$ cat src/rtl/nibble_serial_adder_ctrl.sv
// ---------------------------------------------------------------------------
// nibble_serial_adder_ctrl
//
// Performs a WIDTH-bit add by running one shared 4-bit adder slice over the
// operand nibbles, LSB first, one nibble per clock. A carry register links
// each slice's carry-out to the next slice's carry-in. When the last nibble
// is done, the block reports the result, the carry and the signed overflow,
// and raises a one-cycle done pulse.
//
// Optional feature macro: NIBBLE_ADD_SUB_EN
//   defined   : op_sub=1 computes a - b (B is inverted and the carry starts at 1).
//               c_out is then NOT borrow.
//   undefined : op_sub is ignored and the operation is always a + b.
//
// Parameters
//   WIDTH   operand width. Must be a multiple of 4 and at least 8.
//
// Ports
//   clk     rising-edge clock
//   rst_n   asynchronous active-low reset
//   start   request a new operation (sampled only in IDLE or DONE)
//   op_sub  subtract select, sampled with start
//   a, b    operands, latched on an accepted start
//   busy    operation in progress
//   done    one-cycle pulse when sum/c_out/ovf are valid
//   sum     registered result; held until the next accepted start
//   c_out   carry out of the MSB nibble
//   ovf     two's-complement signed overflow
// ---------------------------------------------------------------------------

module adder_4bits (
    input  logic [3:0] a,
    input  logic [3:0] b,
    input  logic       c_in,
    output logic [3:0] s,
    output logic       c_out
);
    assign {c_out, s} = {1'b0, a} + {1'b0, b} + {4'b0000, c_in};
endmodule

module nibble_serial_adder_ctrl #(
    parameter int WIDTH = 32
) (
    input  logic             clk,
    input  logic             rst_n,
    input  logic             start,
    input  logic             op_sub,
    input  logic [WIDTH-1:0] a,
    input  logic [WIDTH-1:0] b,
    output logic             busy,
    output logic             done,
    output logic [WIDTH-1:0] sum,
    output logic             c_out,
    output logic             ovf
);
    localparam int NIB   = WIDTH / 4;
    localparam int IDX_W = (NIB > 1) ? $clog2(NIB) : 1;

    typedef enum logic [1:0] {
        S_IDLE = 2'd0,
        S_RUN  = 2'd1,
        S_DONE = 2'd2
    } state_t;

    state_t           state, state_nxt;
    logic             accept;
    logic             last;
    logic [IDX_W-1:0] idx;
    logic             carry;
    logic             carry_init;
    logic [WIDTH-1:0] a_r;
    logic [WIDTH-1:0] b_r;
    logic [WIDTH-1:0] b_sel;
    logic [3:0]       nib_a;
    logic [3:0]       nib_b;
    logic [3:0]       nib_s;
    logic             nib_c;

`ifdef NIBBLE_ADD_SUB_EN
    logic sub_r;

    always_ff @(posedge clk or negedge rst_n) begin
        if (!rst_n) begin
            sub_r <= 1'b0;
        end else if (accept) begin
            sub_r <= op_sub;
        end
    end

    // Subtract is a + ~b + 1. The +1 enters through the initial carry.
    assign b_sel      = sub_r ? ~b_r : b_r;
    assign carry_init = op_sub;
`else
    logic unused_op_sub;
    assign unused_op_sub = op_sub;
    assign b_sel         = b_r;
    assign carry_init    = 1'b0;
`endif

    // Select the slice inputs for the current nibble.
    assign nib_a = a_r[{idx, 2'b00} +: 4];
    assign nib_b = b_sel[{idx, 2'b00} +: 4];
    assign last  = (idx == IDX_W'(NIB - 1));

    adder_4bits u_slice (
        .a     (nib_a),
        .b     (nib_b),
        .c_in  (carry),
        .s     (nib_s),
        .c_out (nib_c)
    );

    always_ff @(posedge clk or negedge rst_n) begin
        if (!rst_n) begin
            state <= S_IDLE;
        end else begin
            state <= state_nxt;
        end
    end

    // busy and done are decoded from state only.
    // There is no combinational path from the inputs to these outputs.
    always_comb begin
        state_nxt = state;
        busy      = 1'b0;
        done      = 1'b0;
        accept    = 1'b0;
        case (state)
            S_IDLE: begin
                if (start) begin
                    accept    = 1'b1;
                    state_nxt = S_RUN;
                end
            end
            S_RUN: begin
                busy = 1'b1;
                if (last) begin
                    state_nxt = S_DONE;
                end
            end
            S_DONE: begin
                done = 1'b1;
                if (start) begin
                    accept    = 1'b1;
                    state_nxt = S_RUN;
                end else begin
                    state_nxt = S_IDLE;
                end
            end
            default: state_nxt = S_IDLE;
        endcase
    end

    // Operand latches are plain data and need no reset.
    // They are only read in RUN, which always follows an accept.
    always_ff @(posedge clk) begin
        if (accept) begin
            a_r <= a;
            b_r <= b;
        end
    end

    always_ff @(posedge clk or negedge rst_n) begin
        if (!rst_n) begin
            idx   <= '0;
            carry <= 1'b0;
            sum   <= '0;
            c_out <= 1'b0;
            ovf   <= 1'b0;
        end else if (accept) begin
            idx   <= '0;
            carry <= carry_init;
            sum   <= '0;
            c_out <= 1'b0;
            ovf   <= 1'b0;
        end else if (state == S_RUN) begin
            sum[{idx, 2'b00} +: 4] <= nib_s;
            carry                  <= nib_c;
            // On the last nibble, idx may wrap. The FSM leaves RUN on this
            // same edge, so the wrapped value is never used.
            idx                    <= idx + 1'b1;
            if (last) begin
                c_out <= nib_c;
                // Carry-in to the MSB = a ^ b ^ s of the MSB.
                // Overflow = carry-in to the MSB XOR carry-out of the MSB.
                ovf   <= a_r[WIDTH-1] ^ b_sel[WIDTH-1] ^ nib_s[3] ^ nib_c;
            end
        end
    end

endmodule

$ cat config.mk
export PLATFORM = sky130hd
export DESIGN_NAME = nibble_serial_adder_ctrl
export DESIGN_NICKNAME = d
export VERILOG_FILES = /design/src/rtl/nibble_serial_adder_ctrl.sv
export SDC_FILE = /design/constraint.sdc
export NUM_CORES = 1
export LEC_CHECK = 0
export BUFFER_PORTS_ARGS = -buffer_cell sky130_fd_sc_hd__clkbuf_2
export CORE_ASPECT_RATIO = 1.2
export CORE_MARGIN = 2
export CORE_UTILIZATION = 48
export CTS_BUF_LIST = sky130_fd_sc_hd__clkbuf_8
export CTS_CLUSTER_SIZE = 30
export DETAILED_ROUTE_END_ITERATION = 7
export GPL_TIMING_DRIVEN = 0
export PLACE_DENSITY = 0.86
export SYNTH_ARGS = -nofsm -noshare
export SYNTH_HDL_FRONTEND = slang
export SYNTH_SLANG_ARGS = --single-unit
$ cat constraint.sdc
create_clock -name clk -period 3 [get_ports clk]
set_input_delay 0.6 -clock clk [delete_from_list [all_inputs] [get_ports clk]]
set_output_delay 0.6 -clock clk [all_outputs]
set_load 0.005 [all_outputs]
==> impl_metrics.json, run 1 <==
{
  "vias_per_cell": 5.101,
  "final_cells": 524,
  "max-slew-margin-rel_pct": 35.50,
  "cts_tree": "built",
  "synthesis.area_mm2": 0.004284,
  "synth_area_per_cell_um2": 14.88,
  "ys_seq_elements": 104,
  "path_cells": "buf_8, mux4_2, nand2_1, nand2_1, fa_1, and3_1, or3_1, a211oi_1, o31ai_1",
  "setup_viol": 0,
  "finClkSkew_ns": 0.008916,
  "hpwl_um": 5770,
  "die_w_um": 90.24,
  "timing.rr.start": "idx[0]$_DFFE_PN0P_",
  "route.antenna.remaining_nets": 0,
  "first_pass_iters": 4,
  "rsz0062_at_grt": "false",
  "max_freq_ghz": 0.3529,
  "finalHoldViolCount": 0,
  "place_area_mm2": 0.004945,
  "cts_buffers": 9,
  "die_h_um": 107.5,
  "syn_nets": 365,
  "cp_num_cells": 9,
  "insertion_delay_ns": 0.37,
  "track_usage_pct": 17.29,
  "rows": 37,
  "path_buf_inv": 1,
  "synth_cells": 288,
  "cts_root_buf": "clkbuf_8",
  "worstSetupStartpointType": "flop",
  "tightest_slew_ns": 0.9674,
  "worst-endpoint-arrival_ns": 3.09,
  "drv_cap": 0,
  "antenna_found_initial": 0,
  "first_iter_violations": 114,
  "grt_pass1_vias": 2707,
  "critical_path.endpoint_type": "flop",
  "slew_violations": 0,
  "ctsHtreeMaxLevel": 3,
  "total_leakage_power_nw": 2.336,
  "crit_start": "idx[0]$_DFFE_PN0P_",
  "synth.distinct_cells": 34,
  "start_util_pct": 49.75,
  "endpoint": "ovf$_DFFE_PN0P_",
  "synth_seq_area_share_pct": 68.22,
  "port_buffers": 102,
  "fin_crit_ns": 2.834,
  "design.die.area_mm2": 0.009700,
  "cts.clk_slew.worst_paths_ns": 0.09,
  "grt_pass1_wl_um": 12810,
  "critPathKind": "flop to flop",
  "drt-wirelength-per-cell_um": 14.90,
  "cp_max_fo": 10,
  "hold_buffers": 0,
  "hold_path.class": "primary input to asynchronous set/reset pin",
  "clock_path_buffers": 2,
  "r2r_end": "ovf$_DFFE_PN0P_",
  "vias": 2673,
  "cpMostUsedCell": "nand2_1",
  "utilization_pct": 60.58,
  "status": "finished clean",
  "ioPinCount": 104,
  "timing.final.crit_share_pct": 94.45,
  "globalRouteOverflowTotal": 0,
  "grt_max_degree": 74,
  "layout.nets": 479,
  "drt_wl_total_um": 7806,
  "syn_to_final_growth_pct": 21.76,
  "final_design_area_no_fill_mm2": 0.005216,
  "critPathMaxStageDelay_ns": 0.51,
  "rr_worst_depth": 9,
  "cp.required_ns": 3.25,
  "antenna_cells": 0,
  "r2r_slack_ns": 0.17,
  "placedCellCount": 507,
  "nFillCells": 705,
  "crit_family": "simple AND/OR/NAND/NOR gates",
  "drive_gt1_share_pct": 36.86,
  "drc_errors": 0,
  "cts_sinks": 104,
  "peakVddDrop_mv": 0.6535,
  "yosysWarnings": 0,
  "cpMaxStageDelayCell": "mux4_2",
  "gp_congestion": 0.8139,
  "core_area_mm2": 0.008611,
  "p_per_area_mw_per_mm2": 1034
}
[worst min path at each step]
stage	start	end	slack, ns	cells after the start
floorplan	rst_n	c_out$_DFFE_PN0P_	0.30	0
global placement	sum[2]$_DFFE_PN0P_	sum[2]$_DFFE_PN0P_	0.48	2
detailed placement	sum[31]$_DFFE_PN0P_	sum[31]$_DFFE_PN0P_	0.49	2
CTS	b[13]	b_r[13]$_DFFE_PP_	0.38	1
global route	b[3]	b_r[3]$_DFFE_PP_	0.38	1
finish	rst_n	sum[2]$_DFFE_PN0P_	0.37	1
[registers in the layout, indices dropped and copies added (netlist names)]
| register | flops |
|---|---|
| ovf | 1 |
| idx | 3 |
| carry | 1 |
| a_r | 32 |
| state | 2 |
| sum | 32 |
| c_out | 1 |
| b_r | 32 |
[layout by cell type (no fill, tap or decap), types with 4 or more instances in the layout]
master	netlist	final
clkbuf_1	8	5
clkbuf_2	0	103
clkbuf_8	0	9
dfrtp_1	40	39
edfxtp_1	64	64
ha_1	7	7
inv_1	6	9
mux2i_1	17	17
mux4_2	16	16
nand2_1	35	34
nand3_1	18	18
nor2_1	18	18
o21ai_0	20	16
o21ai_1	0	4
[repair_timing]
item,4_1_cts,5_1_grt
gates resized for setup,9,12
setup buffers,0,2
setup endpoints to repair,29,23
hold endpoints to repair,0,0
[stage by stage]
step / power (mW) / TNS, ns / hold WS [ns] / worst slack, ns
floorplan: 3.664 / 0 / 0.3044 / 0.1710
global placement: 4.305 / -6.136 / 0.4801 / -0.2745
detailed placement: 4.367 / -7.113 / 0.4916 / -0.3190
CTS: 5.311 / 0 / 0.3848 / 0.02167
global route: 5.794 / 0 / 0.3837 / 0.02314
finish: 5.394 / 0 / 0.3726 / 0.1664
[kinds of logic (layout without fill, tap and decap cells)]
family                     count (synthesis)  in the layout  synth area share [%]
DFF                                      104            104                 68.22
buffers and inverters                     22            141                 2.073
and+or+nand+nor                           89             89                 10.11
muxes                                     33             33                 12.38
adders and majority gates                  9              9                 2.979
xor gates and xnor gates                   2              2                0.4090
AOI/OAI and AO/OA                         29             29                 3.826
[Yosys cell counts]
cell / count / share of area (%)
nor3b_1: 1 / 0.18
nor2b_1: 2 / 0.29
buf_1: 1 / 0.088
a22o_1: 1 / 0.20
edfxtp_1: 64 / 45
a21oi_1: 3 / 0.35
ha_1: 7 / 2.0
nand2b_1: 3 / 0.44
a211oi_1: 2 / 0.35
or3b_4: 1 / 0.26
mux2i_1: 17 / 4.0
o211a_1: 1 / 0.23
o31ai_1: 1 / 0.18
o21ai_0: 20 / 2.3
clkinv_1: 2 / 0.18
a21o_1: 1 / 0.18
nor3_2: 1 / 0.23
clkbuf_1: 8 / 0.70
nand3_1: 18 / 2.1
buf_2: 5 / 0.58
dfrtp_1: 40 / 23
nand2_1: 35 / 3.1
or4b_1: 1 / 0.23
nand4_1: 2 / 0.29
and3_1: 2 / 0.29
or4_1: 2 / 0.35
fa_1: 2 / 0.93
xor2_1: 2 / 0.41
mux4_2: 16 / 8.4
inv_1: 6 / 0.53
nor4_4: 1 / 0.50
and2_1: 1 / 0.15
or3_1: 1 / 0.15
nor2_1: 18 / 1.6
[final cells by class]
class | count | area (um^2) | share of cell area, %
Tap cell | 117 | 146.4 | 2.806
Clock buffer | 9 | 123.9 | 2.375
Sequential cell | 104 | 2924 | 56.06
Buffer | 13 | 86.33 | 1.655
Inverter | 8 | 31.28 | 0.5997
Clock inverter | 7 | 88.84 | 1.703
Multi-Input combinational cell | 162 | 1290 | 24.73
Timing Repair Buffer | 104 | 525.5 | 10.07
[where the power goes]
group,leakage (nW),switching [mW],internal (mW)
Sequential,1.12,0.134,1.86
Combinational,1.09,1.46,1.03
Clock,0.118,0.445,0.465
[layer usage]
layer  routed length (um)  up-vias  global-route usage (%)  part of all wire (%)
li1                     -     1285                       -                     -
met1                 3144     1283                   20.88                    40
met2                 4011       95                   29.91                    51
met4                  127        0                   6.593                   1.6
met5                    0        -                       0                     0
met3                  523       10                   4.622                   6.7
Note: power is estimated with default switching activity, not from simulation.
==> run 2, diff against run 1 <==
==> constraint.sdc (replaced) <==
create_clock -name clk -period 3 [get_ports clk]
set_input_delay 0.15 -clock clk [delete_from_list [all_inputs] [get_ports clk]]
set_output_delay 0.15 -clock clk [all_outputs]
set_load 0.005 [all_outputs]
==> run 2 against run 1 <==
Clock-buffer cell count is the same. Worst hold slack got worse by 0.18 ns. Critical endpoint unchanged. Flip-flop and latch count unchanged. Non-clock buffer count rose by 65. Sequential share of layout area down 6.2 points. Clock power up 3.5%. Total power up 3.3%. Via count rose by 14%. Cell count grew 12%. Largest cell class unchanged.
==> impl_metrics.json, run 2 (synthesized netlist as in run 1, its figures left out) <==
{
  "placedCellCount": 507,
  "layout_setup_ws_ns": 0.1472,
  "track_usage_pct": 22.95,
  "reg.largest.list": "a_r x32, b_r x32, sum x32",
  "rsz0062_at_grt": "false",
  "cp_max_fo": 10,
  "finClkSkew_ns": 0.01576,
  "ioPinCount": 104,
  "globalRouteOverflowTotal": 0,
  "critPathKind": "flop to flop",
  "vias": 3042,
  "drc_errors": 0,
  "total_leakage_power_nw": 2.609,
  "cts_sinks": 104,
  "cp.required_ns": 3.25,
  "slew_violations": 0,
  "r2r_end": "ovf$_DFFE_PN0P_",
  "dp_slack_ns": -0.3190,
  "final_common_cell": "clkbuf_2",
  "finalHoldViolCount": 0,
  "crit_start": "idx[0]$_DFFE_PN0P_",
  "p_per_area_mw_per_mm2": 949.3,
  "design.die.area_mm2": 0.009700,
  "first_pass_iters": 4,
  "peakVddDrop_mv": 0.6529,
  "regArea_mm2": 0.002924,
  "grt_pass1_vias": 3238,
  "hold_path.class": "primary input to flop",
  "rr_worst_depth": 9,
  "layout_common_cells": "103 x clkbuf_2, 65 x dlygate4sd3_1, 64 x edfxtp_1",
  "grt_max_degree": 74,
  "fin_crit_ns": 2.853,
  "timing.rr.start": "idx[0]$_DFFE_PN0P_",
  "layout.nets": 544,
  "worstSetupStartpointType": "flop",
  "vias_per_cell": 5.165,
  "multi_input_area_mm2": 0.001294,
  "antenna_found_initial": 0,
  "syn_to_final_growth_pct": 37.03,
  "ctsHtreeMaxLevel": 3,
  "die_w_um": 90.24,
  "insertion_delay_ns": 0.38,
  "final_cells": 589,
  "rows": 37,
  "cts_root_buf": "clkbuf_8",
  "r2r_slack_ns": 0.15,
  "first_iter_violations": 143,
  "clock_path_buffers": 2,
  "cts.clk_slew.worst_paths_ns": 0.09,
  "cts_buffers": 9,
  "grt_pass1_wl_um": 16620,
  "cts_tree": "built",
  "hpwl_um": 5770,
  "gp_congestion": 0.8139,
  "critical_path.endpoint_type": "flop",
  "max_freq_ghz": 0.3505,
  "drive_gt1_share_pct": 31.99,
  "worst-endpoint-arrival_ns": 3.11,
  "antenna_cells": 0,
  "total_power_mw": 5.573,
  "max-slew-margin-rel_pct": 35.22,
  "drv_cap": 0,
  "drt-wirelength-per-cell_um": 17.80,
  "status": "finished clean",
  "hold_ws_ns": 0.1911,
  "port_buffers": 102,
  "nFillCells": 616,
  "setup_viol": 0,
  "endpoint": "ovf$_DFFE_PN0P_",
  "route.antenna.remaining_nets": 0,
  "tightest_slew_ns": 0.9716,
  "place_area_mm2": 0.004945,
  "final_design_area_no_fill_mm2": 0.005871,
  "core_area_mm2": 0.008611,
  "drt_wl_total_um": 10480,
  "timing.final.crit_share_pct": 95.09,
  "die_h_um": 107.5,
  "start_util_pct": 49.75
}
==> run 2: layout make-up <==
class | instances | area share [%]
Sequential cell | 104 | 49.81
Timing Repair Buffer | 169 | 20.03
Buffer | 13 | 1.471
Inverter | 8 | 0.5328
Tap cell | 117 | 2.494
Multi-Input combinational cell | 162 | 22.04
Clock buffer | 9 | 2.110
Clock inverter | 7 | 1.513
==> run 2: worst min-delay path by stage <==
stage	start	to	slack, ns	cells past startpoint
after floorplan	rst_n	c_out$_DFFE_PN0P_	-0.15	0
after global placement	a[14]	a_r[14]$_DFFE_PP_	0.33	1
after detailed placement	b[12]	b_r[12]$_DFFE_PP_	0.33	1
after CTS	start	sum[8]$_DFFE_PN0P_	0.17	4
after global routing	start	sum[5]$_DFFE_PN0P_	0.21	4
final	start	sum[8]$_DFFE_PN0P_	0.19	4
==> run 2: where the power goes <==
part | total [mW] | internal [mW] | switching, mW
clock network | 0.943 | 0.466 | 0.477
registers | 2.01 | 1.86 | 0.142
logic | 2.62 | 1.10 | 1.53
==> run 2: repair_timing <==
action,in CTS,in global routing
pin swaps,0,0
buffers inserted,0,2
setup endpoints to repair,29,24
gates cloned,0,0
hold endpoints to repair,104,0
hold buffers,65,0
resized for setup,9,13
==> run 2: through the flow <==
stage	util, %	setup TNS (ns)
2_1_floorplan	-	0
3_3_place_gp	57.40	-6.136
3_5_place_dp	57.43	-7.113
4_1_cts	67.65	0
5_1_grt	68.18	0
6_report	68.18	0
==> run 2: critical path, cell delays in order, from the launching register on <==
cell and delay (ns):
dfrtp_2 0.43, buf_8 0.18, mux4_2 0.52, nand2_1 0.08, nand2_1 0.08, fa_1 0.44
and3_1 0.19, or3_1 0.44, a211oi_1 0.28, o31ai_1 0.10
==> run 2: layer usage <==
metal / part of all wire [%] / global-route usage [%] / vias to the layer above / wire (um)
met1: 39 / 27.82 / 1477 / 4049
met3: 6.0 / 5.042 / 21 / 634
met5: 0 / 0 / - / 0
met2: 53 / 40.71 / 128 / 5585
met4: 2.0 / 8.242 / 0 / 213
li1: - / - / 1416 / -
==> run 3, diff against run 2 <==
PLACE_DENSITY = 0.85   (was 0.86)
REMOVE_ABC_BUFFERS = 1   (was not set)
SETUP_SLACK_MARGIN = 0.5   (was not set)
SYNTH_HIERARCHICAL = 1   (was not set)
==> run 3 against run 2 <==
Cell count shrank 0.51%. Non-clock buffer count is the same. Clock power is essentially flat. Clock skew shrank 0.0049 ns. Clock-buffer cell count is the same. Cell area grew 4.6%. Wire length grew 0.91%. Sequential power grew 7%. Core utilization grew 0.17 points. Sequential share of layout area shrank 2.1 points. Register-to-register slack gained 0.14 ns. Flip-flop and latch count is the same. Largest cell class unchanged.
==> impl_metrics.json, run 3 <==
{
  "status": "finished clean",
  "timing.rr.start": "idx[0]$_DFFE_PN0P_",
  "finClkSkew_ns": 0.01081,
  "hpwl_um": 5856,
  "layout.nets": 542,
  "r2r_end": "ovf$_DFFE_PN0P_",
  "track_usage_pct": 22.45,
  "critPathMaxStageDelay_ns": 0.53,
  "yosysWarnings": 6,
  "slew_violations": 0,
  "port_buffers": 102,
  "drt_wl_total_um": 10580,
  "reg.largest.list": "a_r x32, b_r x32, sum x32",
  "drc_errors": 0,
  "layout_common_cells": "102 x clkbuf_2, 65 x dlygate4sd3_1, 64 x edfxtp_1",
  "cp_max_fo": 7,
  "hold_path.class": "primary input to flop",
  "start_util_pct": 49.03,
  "ctsHtreeMaxLevel": 3,
  "path_cells": "buf_6, mux4_2, nand2_1, nand2_2, ha_1, a21o_1, a21oi_4, xnor2_4, xnor2_2, xnor2_1, o21ai_1",
  "vias_per_cell": 5.183,
  "nFillCells": 603,
  "critical_path.endpoint_type": "flop",
  "synth_edf_count": 64,
  "synthesis.area_mm2": 0.004405,
  "rsz0062_at_grt": "true",
  "cts_root_buf": "clkbuf_8",
  "yosys-top-cells-count": "64 x edfxtp_1, 40 x dfrtp_1, 40 x nand2_1",
  "route.antenna.remaining_nets": 0,
  "grt_max_degree": 72,
  "insertion_delay_ns": 0.37,
  "drv_cap": 0,
  "synth_area_leaders": "edfxtp_1 44%, dfrtp_1 23%, mux4_2 8.2%",
  "first_iter_violations": 149,
  "design.die.area_mm2": 0.009964,
  "die_h_um": 108.9,
  "drt-wirelength-per-cell_um": 18.05,
  "cts.clk_slew.worst_paths_ns": 0.09,
  "setup_viol": 0,
  "timing.final.crit_share_pct": 90.27,
  "worst-endpoint-arrival_ns": 2.96,
  "dp_slack_ns": -0.8326,
  "clock_path_buffers": 2,
  "p_per_area_mw_per_mm2": 1134,
  "rows": 38,
  "async_reset_ff_share_pct": 38.46,
  "path_buf_inv": 1,
  "rr_worst_depth": 11,
  "antenna_cells": 0,
  "total_power_mw": 6.965,
  "whs_path_depth": 3,
  "cts_sinks": 104,
  "total_leakage_power_nw": 2.734,
  "r2r_slack_ns": 0.29,
  "yosysTopAreaCellShare_pct": 43.62,
  "synth.distinct_cells": 35,
  "final_common_cell": "clkbuf_2",
  "worstHoldStart": "start",
  "worstSetupStartpointType": "flop",
  "synthFlopType": "edfxtp_1",
  "grt_pass1_wl_um": 16650,
  "max_freq_ghz": 0.3692,
  "cpMaxStageDelayCell": "dfrtp_4",
  "ioPinCount": 104,
  "crit_family": "flip-flops",
  "vias": 3037,
  "ys_seq_elements": 104,
  "tightest_slew_ns": 0.9781,
  "syn_to_final_growth_pct": 39.42,
  "cts_buffers": 9,
  "antenna_found_initial": 0,
  "synth_seq_area_share_pct": 66.34,
  "synth_cells": 279,
  "yosys.area.top_type": "edfxtp_1",
  "finalHoldViolCount": 0,
  "layout_setup_ws_ns": 0.2918,
  "fin_crit_ns": 2.708,
  "first_pass_iters": 4,
  "max-slew-margin-rel_pct": 34.79,
  "whs_endpoint": "state[0]$_DFFE_PN0P_",
  "cts_tree": "built",
  "synth_most_common_cell": "edfxtp_1",
  "gp_congestion": 0.9055,
  "grt_pass1_vias": 3290,
  "cp.required_ns": 3.25,
  "globalRouteOverflowTotal": 0,
  "utilization_pct": 68.35,
  "die_w_um": 91.46,
  "peakVddDrop_mv": 0.6954,
  "core_area_mm2": 0.008986,
  "critPathKind": "flop to flop",
  "synth_area_per_cell_um2": 15.79,
  "drive_gt1_share_pct": 39.27
}
## run 3: changes by cell type after synthesis, sizes merged, moves of 3 or more
cell and delta:
a22o +18, nand2 +5, clkbuf -3, inv +6
o21ai -16, nor2 -13, ha +4, nand3 -11
xnor2 +5
## run 3: final cells by class
cell class / instances / area, um^2 / area share [%]
sequential: 104 / 2932 / 47.73
inverter: 14 / 61.31 / 0.9982
multi-input combinational: 150 / 1489 / 24.24
timing repair buffer: 182 / 1292 / 21.04
clock buffer: 9 / 123.9 / 2.017
clock inverter: 7 / 93.84 / 1.528
tap: 120 / 150.1 / 2.444
## run 3: worst max path at each step
stage / start / endpoint / slack, ns / depth (start not counted)
3_3_place_gp: idx[0]$_DFFE_PN0P_ / ovf$_DFFE_PN0P_ / -0.83 / 10
4_1_cts: idx[0]$_DFFE_PN0P_ / ovf$_DFFE_PN0P_ / 0.25 / 12
5_1_grt: idx[0]$_DFFE_PN0P_ / ovf$_DFFE_PN0P_ / 0.15 / 12
3_5_place_dp: idx[0]$_DFFE_PN0P_ / ovf$_DFFE_PN0P_ / -0.83 / 10
2_1_floorplan: idx[0]$_DFFE_PN0P_ / ovf$_DFFE_PN0P_ / -0.22 / 10
6_report: idx[0]$_DFFE_PN0P_ / ovf$_DFFE_PN0P_ / 0.29 / 11
## run 3: cell families after synthesis
family / after synthesis / synth area share, %
XOR/XNOR: 5 / 0.9940
AND/OR/NAND/NOR: 70 / 8.378
buffers and inverters: 25 / 2.585
adder cells (fa/ha/maj): 13 / 4.033
flip-flops: 104 / 66.34
multiplexers: 33 / 12.04
AO/OA/AOI/OAI: 29 / 5.623
## run 3: stage by stage
step	hold WS (ns)	TNS, ns	instance area (um^2)	instances
after detailed placement	0.3286	-17.12	5005	490
after CTS	0.3854	0	6052	582
final	0.4190	0	6142	586
after global placement	0.3166	-16.82	5005	490
after floorplan	-0.1456	-0.5677	4344	268
after global routing	0.4675	0	6142	586
## run 3: timing repair
action,in CTS,in global routing
buffers inserted,11,4
gates resized for setup,31,14
pin swaps,13,8
setup endpoints to repair,101,32
hold buffers,65,0
endpoints found under the hold margin,104,0
## run 3: power by group
group	switching, mW	leakage [nW]	internal, mW
registers	0.247	1.13	1.91
logic	1.91	1.50	1.95
clock network	0.475	0.107	0.470
## run 3: worst min-delay path: cells and delay by family
family / cells / cell delay [ns]
and+or+nand+nor: 1 / 0.32
buffers and inverters: 1 / 0.08
AOI/OAI and AO/OA: 1 / 0.18
## run 3: per-layer routing
layer | global-route usage, % | wire length [um]
met1 | 25.14 | 4061
met2 | 39.97 | 5549
met3 | 7.256 | 700
met4 | 8.658 | 265
met5 | 0 | 0
